**config.mk**
```make
export PLATFORM = sky130hd
export DESIGN_NAME = iteration_reader_flat
export DESIGN_NICKNAME = d
export VERILOG_FILES = /design/src/rtl/iteration_reader_if.sv /design/src/rtl/iteration_reader.sv /design/src/flat_wrapper.sv
export SDC_FILE = /design/constraint.sdc
export NUM_CORES = 1
export LEC_CHECK = 0
export CAP_MARGIN = 20
export CORE_MARGIN = 1
export CORE_UTILIZATION = 47
export CTS_CLUSTER_DIAMETER = 200
export DETAILED_ROUTE_END_ITERATION = 10
export HOLD_SLACK_MARGIN = 0.03
export PLACE_DENSITY = 0.75
export SLEW_MARGIN = 10
export SYNTH_ARGS = -nofsm -noshare
export SYNTH_HDL_FRONTEND = slang
export SYNTH_SLANG_ARGS = --single-unit
```
**constraint.sdc**
```tcl
create_clock -name clk -period 3.3 [get_ports clk]
set_input_delay 0.825 -clock clk [delete_from_list [all_inputs] [get_ports clk]]
set_output_delay 0.825 -clock clk [all_outputs]
set_load 0.02 [all_outputs]
```
**src/rtl/iteration_reader_if.sv**
```systemverilog
// Bundle of the signals between the iteration reader and the blocks around it:
// the scan control/status pins, the grid-memory read port and the neighbourhood
// stream towards the rule engine.
//
// Handshake: cell_valid/cell_ready follow strict valid/ready rules. Once
// cell_valid rises, it and the payload (neighbourhood, cell_x, cell_y) stay
// stable until a rising edge on which cell_valid and cell_ready are both high.
// That edge is the transfer. cell_ready may change freely and never feeds back
// into cell_valid. The read port has no ready signal: rd_data is returned
// exactly one cycle after rd_en, and rd_en stays low while framebuffer_mutex
// is high.
interface iteration_reader_if;
  logic        start;
  logic        busy;
  logic        finished;
  logic        rd_en;
  logic [11:0] rd_x;
  logic [11:0] rd_y;
  logic        rd_data;
  logic        framebuffer_mutex;
  logic        cell_valid;
  logic        cell_ready;
  logic [8:0]  neighbourhood;
  logic [11:0] cell_x;
  logic [11:0] cell_y;

  // The reader's own view of the bundle.
  modport master (
    input  start, rd_data, framebuffer_mutex, cell_ready,
    output busy, finished, rd_en, rd_x, rd_y,
    output cell_valid, neighbourhood, cell_x, cell_y
  );

  // The view of the surroundings: controller, grid memory and rule engine.
  modport slave (
    output start, rd_data, framebuffer_mutex, cell_ready,
    input  busy, finished, rd_en, rd_x, rd_y,
    input  cell_valid, neighbourhood, cell_x, cell_y
  );
endinterface

```
**src/rtl/iteration_reader.sv**
```systemverilog
// Iteration reader: walks the grid in raster order. For each cell it fetches
// the 3x3 neighbourhood from the 1-bit grid memory, one neighbour per cycle,
// and then presents it to the rule engine over a valid/ready handshake.
// Neighbours outside the grid read as dead. The grid does not wrap around.
module iteration_reader #(
  parameter int GRID_W = 64,
  parameter int GRID_H = 48
) (
  input  logic               clk,
  input  logic               rst_n,
  iteration_reader_if.master bus,
  output logic [2:0]         dbg_state
);

  typedef enum logic [2:0] {
    S_IDLE    = 3'd0,
    S_FETCH   = 3'd1,
    S_WAIT    = 3'd2,
    S_PRESENT = 3'd3,
    S_DONE    = 3'd4
  } state_t;

  localparam logic [11:0] X_LAST = 12'(GRID_W - 1);
  localparam logic [11:0] Y_LAST = 12'(GRID_H - 1);

  state_t      state;
  logic [11:0] x_q;
  logic [11:0] y_q;
  logic [1:0]  kcol;       // dx + 1 of the neighbour being fetched
  logic [1:0]  krow;       // dy + 1 of the neighbour being fetched
  logic [8:0]  nbh_q;
  logic        busy_q;
  logic        finished_q;
  logic        valid_q;
  logic        pend_q;     // a read was issued last cycle, so rd_data is live now
  logic [3:0]  pend_k;     // neighbour index that the live rd_data belongs to

  logic [3:0]  k_idx;
  logic [11:0] nx;
  logic [11:0] ny;
  logic        in_grid;
  logic        last_k;
  logic        last_cell;
  logic        fetch_go;
  logic        hs;

  // Neighbour index, neighbour address and border test for the current fetch.
  // The border test compares the centre against the grid edges directly, so
  // the wrapped value of nx/ny at coordinate 0 is never trusted.
  always_comb begin
    k_idx     = ({2'b00, krow} * 4'd3) + {2'b00, kcol};
    nx        = x_q + {10'b0, kcol} - 12'd1;
    ny        = y_q + {10'b0, krow} - 12'd1;
    in_grid   = !((kcol == 2'd0 && x_q == 12'd0)  ||
                  (kcol == 2'd2 && x_q == X_LAST) ||
                  (krow == 2'd0 && y_q == 12'd0)  ||
                  (krow == 2'd2 && y_q == Y_LAST));
    last_k    = (kcol == 2'd2) && (krow == 2'd2);
    last_cell = (x_q == X_LAST) && (y_q == Y_LAST);
    fetch_go  = (state == S_FETCH) && (!in_grid || !bus.framebuffer_mutex);
    hs        = valid_q && bus.cell_ready;
  end

  // The read strobe has to react to framebuffer_mutex in the same cycle, so
  // it is decoded from registered state rather than registered itself. The
  // address is zero whenever no read is issued.
  assign bus.rd_en = (state == S_FETCH) && in_grid && !bus.framebuffer_mutex;
  assign bus.rd_x  = bus.rd_en ? nx : 12'd0;
  assign bus.rd_y  = bus.rd_en ? ny : 12'd0;

  assign bus.busy          = busy_q;
  assign bus.finished      = finished_q;
  assign bus.cell_valid    = valid_q;
  assign bus.neighbourhood = nbh_q;
  assign bus.cell_x        = x_q;
  assign bus.cell_y        = y_q;
  assign dbg_state         = state;

  // Scan FSM: coordinate and neighbour counters, read-data capture and the
  // registered status/handshake outputs.
  always_ff @(posedge clk or negedge rst_n) begin
    if (!rst_n) begin
      state      <= S_IDLE;
      x_q        <= 12'd0;
      y_q        <= 12'd0;
      kcol       <= 2'd0;
      krow       <= 2'd0;
      nbh_q      <= 9'd0;
      busy_q     <= 1'b0;
      finished_q <= 1'b0;
      valid_q    <= 1'b0;
      pend_q     <= 1'b0;
      pend_k     <= 4'd0;
    end else begin
      pend_q <= bus.rd_en;
      pend_k <= k_idx;
      // Capture is keyed only on last cycle's strobe. The mutex level in the
      // capture cycle does not matter.
      if (pend_q) nbh_q[pend_k] <= bus.rd_data;

      case (state)
        S_IDLE: begin
          if (bus.start) begin
            x_q    <= 12'd0;
            y_q    <= 12'd0;
            kcol   <= 2'd0;
            krow   <= 2'd0;
            nbh_q  <= 9'd0;
            busy_q <= 1'b1;
            state  <= S_FETCH;
          end
        end
        S_FETCH: begin
          if (fetch_go) begin
            if (last_k) begin
              state <= S_WAIT;
            end else if (kcol == 2'd2) begin
              kcol <= 2'd0;
              krow <= krow + 2'd1;
            end else begin
              kcol <= kcol + 2'd1;
            end
          end
        end
        S_WAIT: begin
          valid_q <= 1'b1;
          state   <= S_PRESENT;
        end
        S_PRESENT: begin
          if (hs) begin
            valid_q <= 1'b0;
            if (last_cell) begin
              finished_q <= 1'b1;
              state      <= S_DONE;
            end else begin
              if (x_q == X_LAST) begin
                x_q <= 12'd0;
                y_q <= y_q + 12'd1;
              end else begin
                x_q <= x_q + 12'd1;
              end
              kcol  <= 2'd0;
              krow  <= 2'd0;
              nbh_q <= 9'd0;
              state <= S_FETCH;
            end
          end
        end
        S_DONE: begin
          finished_q <= 1'b0;
          busy_q     <= 1'b0;
          state      <= S_IDLE;
        end
        default: state <= S_IDLE;
      endcase
    end
  end

endmodule

```
**src/flat_wrapper.sv**
```systemverilog
// flat-port wrapper written by rule: the top's interface ports become plain ports
module iteration_reader_flat 
#(
  parameter int GRID_W = 64,
  parameter int GRID_H = 48
)
  (clk, rst_n, dbg_state, bus_start, bus_rd_data, bus_framebuffer_mutex, bus_cell_ready, bus_busy, bus_finished, bus_rd_en, bus_rd_x, bus_rd_y, bus_cell_valid, bus_neighbourhood, bus_cell_x, bus_cell_y);
  iteration_reader_if bus_i ();
  input  logic clk;
  input  logic rst_n;
  output logic [2:0] dbg_state;
  input wire logic [$bits(bus_i.start)-1:0] bus_start;
  input wire logic [$bits(bus_i.rd_data)-1:0] bus_rd_data;
  input wire logic [$bits(bus_i.framebuffer_mutex)-1:0] bus_framebuffer_mutex;
  input wire logic [$bits(bus_i.cell_ready)-1:0] bus_cell_ready;
  output wire logic [$bits(bus_i.busy)-1:0] bus_busy;
  output wire logic [$bits(bus_i.finished)-1:0] bus_finished;
  output wire logic [$bits(bus_i.rd_en)-1:0] bus_rd_en;
  output wire logic [$bits(bus_i.rd_x)-1:0] bus_rd_x;
  output wire logic [$bits(bus_i.rd_y)-1:0] bus_rd_y;
  output wire logic [$bits(bus_i.cell_valid)-1:0] bus_cell_valid;
  output wire logic [$bits(bus_i.neighbourhood)-1:0] bus_neighbourhood;
  output wire logic [$bits(bus_i.cell_x)-1:0] bus_cell_x;
  output wire logic [$bits(bus_i.cell_y)-1:0] bus_cell_y;
  assign bus_i.start = bus_start;
  assign bus_i.rd_data = bus_rd_data;
  assign bus_i.framebuffer_mutex = bus_framebuffer_mutex;
  assign bus_i.cell_ready = bus_cell_ready;
  assign bus_busy = bus_i.busy;
  assign bus_finished = bus_i.finished;
  assign bus_rd_en = bus_i.rd_en;
  assign bus_rd_x = bus_i.rd_x;
  assign bus_rd_y = bus_i.rd_y;
  assign bus_cell_valid = bus_i.cell_valid;
  assign bus_neighbourhood = bus_i.neighbourhood;
  assign bus_cell_x = bus_i.cell_x;
  assign bus_cell_y = bus_i.cell_y;
  iteration_reader #(.GRID_W(GRID_W), .GRID_H(GRID_H)) u_core (.clk(clk), .rst_n(rst_n), .bus(bus_i), .dbg_state(dbg_state));
endmodule
```
### After elaboration in Yosys (flattened, before gate mapping)

Index checks and enable logic that the tools add are counted.

* register bits: 48
* bits of input ports: 6
* output and inout port bits: 64
* word-level logic and storage cells: 118

* add/subtract/negate cells: 9
* multiply operators: 1
* $lt $le $gt $ge: 2
* eq/ne operators: 17
* mux-type cells: 43
* reductions and logical operators: 35

Operator list (number)
* $mux 12: 9
* $pmux 12 s2: 2
* $mux 9: 4
* $add 12x1->12 const B: 2
* $add 12x2->12: 2
* $eq 12x6->1 const B: 2
* $logic_not 12->1: 2
* $sub 12x1->12 const B: 2
* $mux 2: 9
* $pmux 9 s2: 1
* $mux 3: 5
* $ne 2x1->1 const B: 6
* $pmux 2 s3: 2
* $pmux 3 s4: 1
* $logic_and 1x1->1: 11
* $bwmux 9: 1
* $reduce_and 4->1: 2
* $reduce_bool 2->1: 4
* $reduce_and 7->1: 1
* $eq 3x2->1 const B: 2
* $ne 2x2->1 const B: 3
* $pmux 1 s2: 3
* $reduce_and 6->1: 1
* $lt 4x5->1 const B: 1
* other kinds (17): 29

### Depth between registers and ports, before layout

* depth after elaboration: 9
* gate-level depth with buffers: 12
* mapped depth without buffers: 12

### Least setup slack after synthesis

Ideal clock, no wire load.

* kind: register -> output
* start point: register u_core.x_q[1], in the netlist u_core.bus.cell_x[1]
* end point: output port bus_rd_x[11]
* data arrival time: 2.660 ns
* data required time: 2.475 ns
* path slack: -0.185 ns
* cell stages (with the launch flop): 13
* buffers on the path: 0
* path through: dfrtp_1 inv_1 ha_1 inv_1 ha_1 inv_1 fa_1 o21bai_1 a2111oi_2 o21bai_2 a2111oi_4 nor3_1 nor3_2

* cells in the longest elaborated chain, start to end: 9
* elaborated cells between the ends (all ways): 13
* classes of those cells: add/sub (2); eq/ne (1); mux (1); reduce/logical (9)

Ends and longest elaborated chain
* from (decl): line iteration_reader.sv:27 `logic [11:0] x_q;`
* from (signal assigned): line iteration_reader.sv:140 `x_q <= x_q + 12'd1;`
* branches (longest 8 deep; another with $add 12x2->12)
* $mux 12 (*): line iteration_reader.sv:68 `assign bus.rd_x = bus.rd_en ? nx : 12'd0;`
* to (decl): line flat_wrapper.sv:19 `output wire logic [$bits(bus_i.rd_x)-1:0] bus_rd_x;`

Every way passes the cells marked *.

### Worst setup path in the final report

* start point: register u_core.y_q[1], in the netlist u_core.bus.cell_y[1]
* end point: output port bus_rd_y[7]

* cells in the longest elaborated chain, start to end: 8
* elaborated cells between the ends (all ways): 12
* classes of those cells: add/sub (2); eq/ne (1); mux (1); reduce/logical (8)

Ends and longest elaborated chain
* from (decl): line iteration_reader.sv:28 `logic [11:0] y_q;`
* from (signal assigned): line iteration_reader.sv:138 `y_q <= y_q + 12'd1;`
* branches (longest 7 deep; another with $add 12x2->12)
* $mux 12 (*): line iteration_reader.sv:69 `assign bus.rd_y = bus.rd_en ? ny : 12'd0;`
* to (decl): line flat_wrapper.sv:20 `output wire logic [$bits(bus_i.rd_y)-1:0] bus_rd_y;`

Marked as above.

==> results by group <==
Global routing
  • Total grt overflow: 0
  • Antenna violations before repair: 0
  • Largest net degree at the start of global routing: 21
  • GRT Util Overall: 0.2413
  • First-pass GRT wire length: between 15,000 and 20,000 um
  • Vias in the first global route: 3,769

Drt
  • Final wirelength: 11,180 um
  • Via density: 5.248
  • Iteration-0 DRC Markers: 98
  • Avg WL per Cell: 15.69 um
  • Drt first pass iters: 4
  • Remaining DRCs: 0
  • Post-DRT Antenna Nets: 0
  • Detailed-route via count: 3,742

CTS
  • Clk slew on worst S/H paths: 100 ps
  • Clk buf depth: 2
  • H-tree depth: 2
  • Clock Latency Late Sink: about 310 ps
  • Post-CTS Hold Buffers: 0
  • Clk sink count: 48
  • CTS Buf Count: 5
  • Root Driver: clkbuf_8
  • CTS tree: yes

Synth
  • Syn_nets: 509
  • Post-Syn Area: 4004 sq um
  • Post-synth EDFFs: 0
  • Register area share after synthesis: 0.3000
  • Mean Syn Cell Area: 9.100 sq um
  • Unique masters post-synth: 60
  • Top_reg_cell synth: dfrtp_1
  • Async S/R FF share, synth: 1.000
  • Cell count after synthesis: 440
  • #FFs+latches synth: 48
  • Yosys warns: 0

Placed design
  • GPL Wtd Cong: 0.8412
  • Port Buffer Count: 69
  • Hpwl dp: 7874 um
  • Placed insts: 689

Critical path
  • CP Max Fanout: 2
  • CP Class: reg -> out
  • Largest stage delay on the critical path: 420 ps
  • Critical path cell sequence: inv_2 -> ha_4 -> inv_2 -> ha_4 -> inv_2 -> fa_2 -> o21bai_1 -> a21oi_2 -> buf_4 -> o21bai_1 -> a21oi_2 -> xnor2_1 -> nor2_1 -> buf_4
  • Cell repeated most along the worst path: inv_2
  • CP Buf/Inv Count: 5
  • Worst reg-to-reg setup slack: 670 ps
  • Crit-path leading delay family: adder cells
  • Critical path data required time: 2470 ps
  • Critical path's slowest cell: dfrtp_2
  • Critical Path AT: 2660 ps
  • CP startpoint kind: flip-flop
  • Crit path capture type: primary output

Floorplanning
  • Die area: 8892 sq um
  • Die width: around 94 um
  • Ports: 70
  • Core footprint: 8217 sq um
  • Initial Util: 0.4873
  • Die Y-Extent: 94.30 um
  • Cell Rows: 33

Layout
  • Layout cells sized above 1: 0.3388
  • Antenna diodes: 0
  • Area growth syn-to-layout: 48.00%
  • Fin nets: between 600 and 700
  • Filler cell count: about 570
  • Non-Filler Instances: 713
  • Core Util, Final: 0.7212
  • Commonest non-fill, non-tap cell in the layout: buf_4
  • Most frequent cells in the layout: buf_4, nor2_1, ha_1, dfrtp_1, clkdlybuf4s50_1

Timing
  • Final Cycle Share: 1.056
  • Fin. max-slew vios: 0
  • Worst Setup Slack, final: -186.2 ps
  • Worst-Margin Slew: roughly 850 ps
  • Crit path time final: 3486 ps
  • Fin. Hold Viols: 0
  • Layout Skew: 7.651 ps
  • Worst slew margin: 0.4364
  • F_max: ~290 MHz
  • Endpoints failing setup: 10
  • RSZ-0062 raised after global routing: true

Hold path
  • Min-Delay Path Class: in -> async

Flow run
  • Maxcap violations: 0

Status
  • Outcome: finished with violations
  • Failing checks: negative setup slack

Power and ir drop
  • Peak VDD IR: 0.5990 mV
  • LEAKAGE: approximately 0.0028 uW
  • PwrDens: 924.2 nW/um^2
## kinds of logic (layout without fill, tap and decap cells)
logic type | Yosys count | count (layout) | share of synthesized area
DFF | 48 | 48 | 0.3000
and+or+nand+nor | 159 | 159 | 0.2078
AOI/OAI and AO/OA | 64 | 64 | 0.1253
muxes | 10 | 10 | 0.02563
adders and majority gates | 63 | 63 | 0.2044
xor gates and xnor gates | 33 | 33 | 0.07219
buffers and inverters | 63 | 231 | 0.06469
## sequential cells by signal, summed over array words and instances, names as in the netlist
signal and cells:
u_core.bus.busy 1, u_core.bus.cell_valid 1, u_core.bus.cell_x 12, u_core.bus.cell_y 12, u_core.bus.finished 1, u_core.bus.neighbourhood 9
u_core.dbg_state 3, u_core.kcol 2, u_core.krow 2, u_core.pend_k 4, u_core.pend_q 1
## synth_stat cells (all sizes together) (4+ instances only)
master / instances / share of area
xnor2: 29 / 0.063
nand3b: 4 / 0.0075
nand2b: 4 / 0.0062
a2111oi: 4 / 0.024
nor3: 11 / 0.015
nand2: 17 / 0.017
buf: 9 / 0.014
nor3b: 4 / 0.0075
o21ai: 13 / 0.016
fa: 4 / 0.020
ha: 59 / 0.18
and2: 5 / 0.0078
nor2: 67 / 0.063
dfrtp: 48 / 0.30
nand3: 17 / 0.021
inv: 50 / 0.047
mux2i: 8 / 0.020
nor4: 6 / 0.020
o21bai: 5 / 0.010
nand4: 9 / 0.014
xor2: 4 / 0.0087
a21oi: 20 / 0.025
## final timing paths
kind	start	endpoint	cells after the start
setup / recovery	u_core.bus.cell_y[1]	bus_rd_y[7]	14
hold / removal	rst_n	u_core.bus.neighbourhood[0]	1
setup reg to reg	u_core.bus.cell_x[6]	u_core.bus.cell_y[1]	9
hold reg to reg	u_core.bus.cell_valid	u_core.bus.cell_valid	2
max in group asynchronous	rst_n	u_core.bus.cell_x[1]	2
min in group clk	u_core.bus.cell_valid	u_core.bus.cell_valid	2
## worst register-to-register path: stages (launching register included)
cell     delay, ps
dfrtp_1        390
inv_1           80
buf_4          120
ha_1           140
nand3_1        160
buf_4          190
o41a_1         620
nor2_2         600
nand3_1        160
o21ai_0        110
## layer usage
layer  global-route usage  routed length [um]
met5                    0                   0
met4              0.07051                 152
met3              0.03236                 350
met2               0.4547                5917
met1               0.2798                4763
## area by class of cell
| class | instances | area (sq um) | share of cell area |
|---|---|---|---|
| multi-input combinational | 329 | 2815 | 0.4751 |
| timing repair buffer | 172 | 1463 | 0.2468 |
| sequential | 48 | 1204 | 0.2031 |
| inverter | 51 | 191.4 | 0.03231 |
| tap | 105 | 131.4 | 0.02217 |
| clock buffer | 6 | 82.58 | 0.01394 |
| clock inverter | 2 | 38.79 | 0.006546 |
## repair_timing
action                                  in CTS  in global routing
cloned                                       0                  1
gates resized for setup                    119                 53
pin swaps                                   20                 18
endpoints found under the setup margin      25                 25
setup buffers                                6                 13
## power breakdown
| part | internal (uW) | switching [uW] |
|---|---|---|
| sequential | 720 | 105 |
| combinational | 2070 | 2120 |
| clock | 248 | 216 |
## per-stage QoR
stage	setup slack (ps)	setup TNS, ps	area (sq um)	power (uW)	hold WS, ps
floorplan	-60.92	-60.92	4041	2989	529.4
global placement	-414.4	-2823	5444	4252	478.0
detailed placement	-530.1	-3583	5444	4358	495.6
CTS	-188.4	-686.2	5665	5086	455.9
global route	-382.3	-2786	5926	5857	471.8
finish	-186.2	-1247	5926	5477	443.1
Power figures use the tool's default switching activity.
